**src/rtl/seg_scan_driver_if.sv**
```systemverilog
// Display bus between the countdown source and the multiplexed 7-segment driver.
// The master side supplies the BCD word and blink request; the slave side
// (the scan driver) returns segment/anode drives and the frame latch pulse.
interface seg_scan_driver_if;
    logic [7:0] bcd_in;
    logic       blink_req;
    logic [6:0] seg_n;
    logic [1:0] an_n;
    logic       frame_tick;

    modport master (
        output bcd_in,
        output blink_req,
        input  seg_n,
        input  an_n,
        input  frame_tick
    );

    modport slave (
        input  bcd_in,
        input  blink_req,
        output seg_n,
        output an_n,
        output frame_tick
    );
endinterface

```
**src/rtl/seg_scan_driver.sv**
```systemverilog
// Two-digit multiplexed 7-segment scan driver.
// Cycles tens digit -> gap -> units digit -> gap, latching the BCD word once
// per frame so a frame never shows a half-updated count. Supports leading
// zero suppression on the tens digit and a frame-based blink.
module seg_scan_driver #(
    parameter int       SCAN_DIV     = 1000,
    parameter int       GAP_CYC      = 16,
    parameter int       BLINK_FRAMES = 64,
    parameter bit       LZS          = 1'b1
) (
    input  logic           clk,
    input  logic           rst,
    seg_scan_driver_if.slave bus
);

    // Prescaler only needs to reach the longer of the two slot lengths minus one.
    localparam int MAX_SLOT = (SCAN_DIV > GAP_CYC) ? SCAN_DIV : GAP_CYC;
    localparam int PW       = (MAX_SLOT > 1) ? $clog2(MAX_SLOT) : 1;
    localparam int BW       = (BLINK_FRAMES > 1) ? $clog2(BLINK_FRAMES) : 1;

    localparam logic [PW-1:0] DIG_LAST   = PW'(SCAN_DIV - 1);
    localparam logic [PW-1:0] GAP_LAST   = PW'(GAP_CYC - 1);
    localparam logic [BW-1:0] BLINK_LAST = BW'(BLINK_FRAMES - 1);

    localparam logic [6:0] SEG_BLANK = 7'h7F;
    localparam logic [6:0] SEG_DASH  = 7'h3F;

    typedef enum logic [1:0] {
        DIG1 = 2'd0,
        GAP0 = 2'd1,
        DIG0 = 2'd2,
        GAP1 = 2'd3
    } state_t;

    state_t          state;
    logic [PW-1:0]   prescaler;
    logic [7:0]      latch;
    logic [BW-1:0]   blink_cnt;
    logic            blink_ph;

    logic            slot_last;
    logic            frame_event;
    logic [6:0]      tens_seg;
    logic [6:0]      units_seg;

    logic [6:0]      seg_q;
    logic [1:0]      an_q;
    logic            tick_q;

    // Active-low gfedcba pattern for one nibble; A..E read as a dash, F as blank.
    function automatic logic [6:0] decode(input logic [3:0] nib);
        logic [6:0] s;
        case (nib)
            4'h0:    s = 7'h40;
            4'h1:    s = 7'h79;
            4'h2:    s = 7'h24;
            4'h3:    s = 7'h30;
            4'h4:    s = 7'h19;
            4'h5:    s = 7'h12;
            4'h6:    s = 7'h02;
            4'h7:    s = 7'h78;
            4'h8:    s = 7'h00;
            4'h9:    s = 7'h10;
            4'hF:    s = SEG_BLANK;
            default: s = SEG_DASH;
        endcase
        return s;
    endfunction

    // Slot-end detection and segment patterns for the latched word.
    always_comb begin
        slot_last = 1'b0;
        if (state == DIG1 || state == DIG0) begin
            slot_last = (prescaler == DIG_LAST);
        end else begin
            slot_last = (prescaler == GAP_LAST);
        end
        frame_event = (state == GAP1) && slot_last;

        tens_seg = decode(latch[7:4]);
        if (LZS && (latch[7:4] == 4'h0)) begin
            tens_seg = SEG_BLANK;
        end
        units_seg = decode(latch[3:0]);
    end

    // Scan FSM, frame latch, blink phase and registered display outputs.
    always_ff @(posedge clk or posedge rst) begin
        if (rst) begin
            state     <= GAP1;
            prescaler <= '0;
            latch     <= 8'hFF;
            blink_cnt <= '0;
            blink_ph  <= 1'b1;
            seg_q     <= SEG_BLANK;
            an_q      <= 2'b11;
            tick_q    <= 1'b0;
        end else begin
            tick_q <= 1'b0;

            if (slot_last) begin
                prescaler <= '0;
                case (state)
                    DIG1:    state <= GAP0;
                    GAP0:    state <= DIG0;
                    DIG0:    state <= GAP1;
                    default: begin
                        state  <= DIG1;
                        latch  <= bus.bcd_in;
                        tick_q <= 1'b1;
                    end
                endcase
            end else begin
                prescaler <= prescaler + 1'b1;
            end

            if (!bus.blink_req) begin
                blink_cnt <= '0;
                blink_ph  <= 1'b1;
            end else if (frame_event) begin
                if (blink_cnt == BLINK_LAST) begin
                    blink_cnt <= '0;
                    blink_ph  <= ~blink_ph;
                end else begin
                    blink_cnt <= blink_cnt + 1'b1;
                end
            end

            case (state)
                DIG1: begin
                    an_q  <= 2'b01;
                    seg_q <= tens_seg;
                end
                DIG0: begin
                    an_q  <= 2'b10;
                    seg_q <= units_seg;
                end
                default: begin
                    an_q  <= 2'b11;
                    seg_q <= SEG_BLANK;
                end
            endcase

            if (bus.blink_req && !blink_ph) begin
                an_q <= 2'b11;
            end
        end
    end

    assign bus.seg_n      = seg_q;
    assign bus.an_n       = an_q;
    assign bus.frame_tick = tick_q;

endmodule

```
**src/flat_wrapper.sv**
```systemverilog
// flat-port wrapper written by rule: the top's interface ports become plain ports
module seg_scan_driver_flat 
#(
    parameter int       SCAN_DIV     = 1000,
    parameter int       GAP_CYC      = 16,
    parameter int       BLINK_FRAMES = 64,
    parameter bit       LZS          = 1'b1
)
  (clk, rst, bus_bcd_in, bus_blink_req, bus_seg_n, bus_an_n, bus_frame_tick);
  seg_scan_driver_if bus_i ();
  input  logic clk;
  input  logic rst;
  input wire logic [$bits(bus_i.bcd_in)-1:0] bus_bcd_in;
  input wire logic [$bits(bus_i.blink_req)-1:0] bus_blink_req;
  output wire logic [$bits(bus_i.seg_n)-1:0] bus_seg_n;
  output wire logic [$bits(bus_i.an_n)-1:0] bus_an_n;
  output wire logic [$bits(bus_i.frame_tick)-1:0] bus_frame_tick;
  assign bus_i.bcd_in = bus_bcd_in;
  assign bus_i.blink_req = bus_blink_req;
  assign bus_seg_n = bus_i.seg_n;
  assign bus_an_n = bus_i.an_n;
  assign bus_frame_tick = bus_i.frame_tick;
  seg_scan_driver #(.SCAN_DIV(SCAN_DIV), .GAP_CYC(GAP_CYC), .BLINK_FRAMES(BLINK_FRAMES), .LZS(LZS)) u_core (.clk(clk), .rst(rst), .bus(bus_i));
endmodule
```
**config.mk**
```make
export PLATFORM = sky130hd
export DESIGN_NAME = seg_scan_driver_flat
export DESIGN_NICKNAME = d
export VERILOG_FILES = /design/src/rtl/seg_scan_driver_if.sv /design/src/rtl/seg_scan_driver.sv /design/src/flat_wrapper.sv
export SDC_FILE = /design/constraint.sdc
export NUM_CORES = 1
export LEC_CHECK = 0
export ABC_CLOCK_PERIOD_IN_PS = 2050
export CAP_MARGIN = 5
export CORE_MARGIN = 3
export CORE_UTILIZATION = 51
export DETAILED_ROUTE_END_ITERATION = 7
export PLACE_DENSITY = 0.75
export SKIP_CTS_REPAIR_TIMING = 1
export SLEW_MARGIN = 25
export SYNTH_ARGS = -nofsm -noshare
export SYNTH_HDL_FRONTEND = slang
export SYNTH_SLANG_ARGS = --single-unit
```
**constraint.sdc**
```tcl
create_clock -name clk -period 2.05 [get_ports clk]
set_input_delay 0.41 -clock clk [delete_from_list [all_inputs] [get_ports clk]]
set_output_delay 0.41 -clock clk [all_outputs]
set_load 0.005 [all_outputs]
```
---- After elaboration in Yosys (flattened, before gate mapping) ----
Memories as Yosys holds them, arrays and structs flattened.
Index checks and enable logic that the tools add are counted.
storage, ports and cells
  register bits ........................... 37
  bits in read-only memories .............. 224
  bits of input ports ..................... 11
  output and inout port bits .............. 10
  memories kept ........................... 2
memory list
  memory           depth  bits a word  rd ports  clocked after memory_dff  write ports  line                   text
  (no name shown)  16     7            1         0                         0            seg_scan_driver.sv:53  case (nib)
  (no name shown)  16     7            1         0                         0            seg_scan_driver.sv:53
operators by class
  add/subtract/negate cells ............... 2
  equal/unequal tests ..................... 8
  multiplexer cells ....................... 15
  bitwise operators ....................... 2
  reduce and logical (&&, ||, !) cells .... 9
operators with widths
  operator                 number
  $mux W6                  3
  $pmux W7 S2              1
  $add A10 B1 Y10 const B  1
  $eq A10 B10 Y1 const B   1
  $eq A10 B4 Y1 const B    1
  $mux W10                 1
  $mux W7                  1
  $add A6 B1 Y6 const B    1
  $eq A6 B6 Y1 const B     1
  $mux W1                  6
  $pmux W2 S3              1
  $eq A2 B2 Y1 const B     2
  $logic_not A4 Y1         1
  $ne A2 B1 Y1 const B     2
  $pmux W2 S2              1
  $reduce_and A2 Y1        2
  $reduce_or A3 Y1         1
  $eq A2 B1 Y1 const B     1
  $logic_and A1 B1 Y1      2
  $logic_not A2 Y1         1
  $mux W2                  1
  $not A1 Y1               2
  $logic_not A1 Y1         1
  $logic_or A1 B1 Y1       1

---- Logic depth before layout (Yosys ltp) ----
Gate-level depths: netlist of the first run.
  depth in word-level cells ............... 6
  gate-level depth with buffers ........... 7
  mapped depth without buffers ............ 7

---- Worst setup path after synthesis of the first run ----
No wires, ideal clock.
  kind .................................... register to register
  start ................................... reg u_core.prescaler[3]
  end ..................................... reg u_core.blink_cnt[3]
  setup time .............................. 123 ps
  data arrival time ....................... 1786 ps
  data required time ...................... 1927 ps
  setup slack ............................. 141 ps
  stages on the path, launching flop included .. 7
  period minus slack after synthesis ...... 1909 ps
  cells stage by stage .................... dfrtp_1 clkbuf_2 or4_4 a211oi_4 buf_6 nand2_1 o221a_2
between the ends
  cells in the longest elaborated chain, start to end .. 4
RTL lines
  element                                          line                                          text
  start, declared                                  seg_scan_driver.sv:36                         logic [PW-1:0] prescaler;
  start signal, assigned                           seg_scan_driver.sv:114                        prescaler <= prescaler + 1'b1;
  $eq A10 B4 Y1 or $eq A10 B10 Y1 (tied branches)  seg_scan_driver.sv:76, seg_scan_driver.sv:74
  $mux W1 *                                        seg_scan_driver.sv:73                         if (state == DIG1 || state == DIG0) begin
  $logic_and A1 B1 Y1 *                            seg_scan_driver.sv:78                         frame_event = (state == GAP1) && slot_last;
  $ne A2 B1 Y1 (no source line) *                  n/a
  end signal, assigned                             seg_scan_driver.sv:125                        blink_cnt <= blink_cnt + 1'b1;
  end, declared                                    seg_scan_driver.sv:38                         logic [BW-1:0] blink_cnt;
Mark *: on every way between the ends. The rest lies on a longest branch, timed or not.
A chain may end at the register's enable or synchronous reset.

---- Final worst setup path of the first run ----
  start ................................... reg u_core.prescaler[7]
  end ..................................... reg u_core.latch[1]
between the ends
  cells in the longest elaborated chain, start to end .. 3
RTL lines
  element                                          line                                          text
  $eq A10 B4 Y1 or $eq A10 B10 Y1 (tied branches)  seg_scan_driver.sv:76, seg_scan_driver.sv:74
  $mux W1 *                                        seg_scan_driver.sv:73
  $reduce_and A2 Y1 (no source line) *             n/a
  end signal, assigned                             seg_scan_driver.sv:109                        latch <= bus.bcd_in;
  end, declared                                    seg_scan_driver.sv:37                         logic [7:0] latch;
Marks and branches as above.

==> flow_metrics.tcl, run 1 <==
set metrics [dict create \
    synth-seq-cells 37 \
    p_comb_frac 0.092 \
    grt_pass1_vias 1480 \
    ant_nets 0 \
    grt_start_max_net_pins 38 \
    nNetsFinal 264 \
    power_per_cell_area_mw_per_mm2 579 \
    drt_iter0_drc 104 \
    internal_power_uw 1110 \
    vias 1515 \
    dieArea_mm2 0.00497 \
    hold_path_class "flip-flop to flip-flop" \
    path_clk_slew_ns 0.07 \
    run_status "finished clean" \
    p_seq_frac 0.550 \
    gp_congestion 0.886 \
    synth_top_area_frac 0.248 \
    syn_inst 212 \
    timing.fmax_ghz 0.525 \
    power_switching_uw 317 \
    maxSlewHeadroom 0.711 \
    syn_nets 242 \
    cts_root_buf "clkbuf_8" \
    avgSynthCellArea_um2 10.0 \
    path_max_fanout 20 \
    ys_seq_area_frac 0.449 \
    via_per_inst 5.35 \
    num_io_pins 21 \
    highest_layer "met4" \
    final.setup.tns_ns 0 \
    wl_met1_mm 1.84 \
    hold_viol 0 \
    synthTopCellsByArea "dfstp_2, dfrtp_1, ha_1" \
    synth_top_family_by_area "simple AND/OR/NAND/NOR gates" \
    finalPower_uw 1430 \
    dp_hpwl_mm 2.61 \
    fp.dieW_um 70.5 \
    grt_antenna_before_repair 0 \
    drc_errors 0 \
    clk_latency_ns 0.28 \
    slowest_stage "or4_4" \
    leakage_uw 0.00112 \
    drive_gt1_frac 0.204 \
    cp.required_ns 2.26 \
    critPathLaunchType "flip-flop" \
    setup_viol 0 \
    worst-setup-path-type "flip-flop to flip-flop" \
    path_cells "nand2_1, or4_4, a211oi_4, buf_12, nand2_4, mux2_2" \
    routedWlPerCell_um 12.6 \
    drv_slew 0 \
    crit_arrival_ns 2.12 \
    ir_drop_mv 0.333 \
    synth.distinct_cells 42 \
    syn_area_mm2 0.00212 \
    wl_met3_um 153 \
    globalRoute.totalOverflow 0 \
    fin_skew_ns 0.00455 \
    tightestPinTransition_ns 0.434 \
    cts_num_sinks 37 \
    grt.total_usage 0.157 \
    rsz0062_at_grt "no" \
    synthArstFlopShare 1.00 \
    power_frac_clock 0.358 \
    synth-edff-count 0 \
    ys_warn_count 0 \
    slowest_delay_ns 0.49 \
    path_buf_inv 1 \
    core_area_mm2 0.00383 \
    critical-path-top-delay-family "simple AND/OR/NAND/NOR gates" \
    yosysTopAreaCell "dfstp_2" \
    wl_met2_mm 1.52 \
    synthAdderAreaFrac 0.112 \
    firstDrtPassIters 4 \
    drv_cap 0 \
    area_growth_pct 16.3 \
    num_rows 22 \
    grt_pass1_wl_mm 6.38 \
    htree_num_levels 2 \
    wl_mm 3.56 \
    synth_flop_cell "dfstp_2" \
    start_util 0.554 \
    cp-end-kind "flip-flop" \
    p_sw_frac 0.222 \
    synthMuxAreaShare 0.0573 \
    clock_path_buffers 2 \
    synth-xor-area-share 0.0331 \
    synthTopCellsByCount "dfstp_2, nor2_1, ha_1, nand2_1, dfrtp_1" \
    synth-simple-area-share 0.184 \
    period_share 0.930 \
    min_period_ns 1.91 \
    numPortBuffers 20 \
    synth-compound-area-share 0.116 \
    utilization 0.644 \
    cts_tree "yes" \
    antenna_cells 0 \
    cts_inserted_buffers 5 \
    die_y_um 70.5 \
]
==> power by group through the flow <==
stage	sequential (uW)	clock, uW	combinational [uW]
3_3_place_gp	797	0	130
4_1_cts	785	524	133
6_report	785	512	131
3_5_place_dp	798	0	132
2_1_floorplan	788	0	76.9
5_1_grt	790	557	148
==> routing by layer <==
layer | GRT usage | vias up
met1 | 0.219 | 711
met2 | 0.247 | 30
met4 | 0.0447 | 0
li1 | - | 767
met3 | 0.0302 | 7
met5 | 0 | -
==> placed cells by master (no fill, tap or decap), types with 2 or more instances in the layout <==
| master | Yosys | layout |
|---|---|---|
| a21boi_0 | 2 | 2 |
| a21o_1 | 2 | 2 |
| a21oi_1 | 10 | 10 |
| and3_1 | 5 | 5 |
| buf_4 | 2 | 4 |
| clkbuf_1 | 5 | 2 |
| clkbuf_8 | 0 | 6 |
| clkdlybuf4s50_1 | 0 | 20 |
| dfrtp_1 | 17 | 17 |
| dfstp_2 | 20 | 20 |
| ha_1 | 19 | 19 |
| inv_1 | 13 | 13 |
| mux2_2 | 9 | 9 |
| mux2i_1 | 2 | 2 |
| nand2_1 | 19 | 19 |
| nand2b_1 | 4 | 4 |
| nand3_1 | 15 | 15 |
| nor2_1 | 20 | 20 |
| nor2b_1 | 3 | 3 |
| nor3_1 | 2 | 2 |
| o211ai_1 | 3 | 3 |
| o21ai_0 | 9 | 9 |
| o221ai_1 | 2 | 2 |
| or2_2 | 2 | 2 |
| xnor2_1 | 5 | 5 |
| xor2_1 | 3 | 3 |
==> cells by family (layout without fill, tap and decap cells) <==
group                      count (synthesis)  after routing
adders and majority gates                 19             19
DFF                                       37             37
xor gates and xnor gates                   8              8
buffers and inverters                     23             46
muxes                                     11             11
AOI/OAI and AO/OA                         36             36
and+or+nand+nor                           78             78
==> state kept, by name, indices dropped and copies added, names as in the netlist <==
register / count
u_core.state: 2
u_core.bus.an_n: 2
u_core.bus.seg_n: 7
u_core.prescaler: 10
u_core.latch: 8
u_core.blink_ph: 1
u_core.bus.frame_tick: 1
u_core.blink_cnt: 6
==> cell type report <==
type                            instances  area [um^2]
Clock buffer                            8         90.1
Multi-Input combinational cell        152         1060
Tap cell                               48         60.1
Inverter                               13         48.8
Timing Repair Buffer                   25          250
Fill cell                             320         1360
Sequential cell                        37          951
==> metrics by stage <==
stage,worst slack [ns],hold slack [ns],std cells,cell area (um^2)
floorplan,0.141,0.431,212,2120
finish,0.144,0.472,283,2460
CTS,0.125,0.470,283,2460
global placement,0.187,0.457,275,2370
detailed placement,0.146,0.460,275,2370
global route,0.00967,0.477,283,2460
==> worst paths after layout <==
kind	depth (start not counted)	start	slack, ns	end
setup reg to reg	6	u_core.prescaler[7]	0.14	u_core.latch[1]
max in group asynchronous	3	rst	1.18	u_core.latch[2]
hold reg to reg	1	u_core.prescaler[0]	0.47	u_core.prescaler[0]
setup / recovery	6	u_core.prescaler[7]	0.14	u_core.latch[1]
hold / removal	1	u_core.prescaler[0]	0.47	u_core.prescaler[0]
min in group asynchronous	3	rst	0.52	u_core.prescaler[6]
(Power assumes the default switching activity.)
==> inputs of run 2 (changes only) <==
Settings changed: HOLD_SLACK_MARGIN set to 0.05.
==> results of run 2 <==
No change in the layout: final DEF, timing and power equal those of run 1.
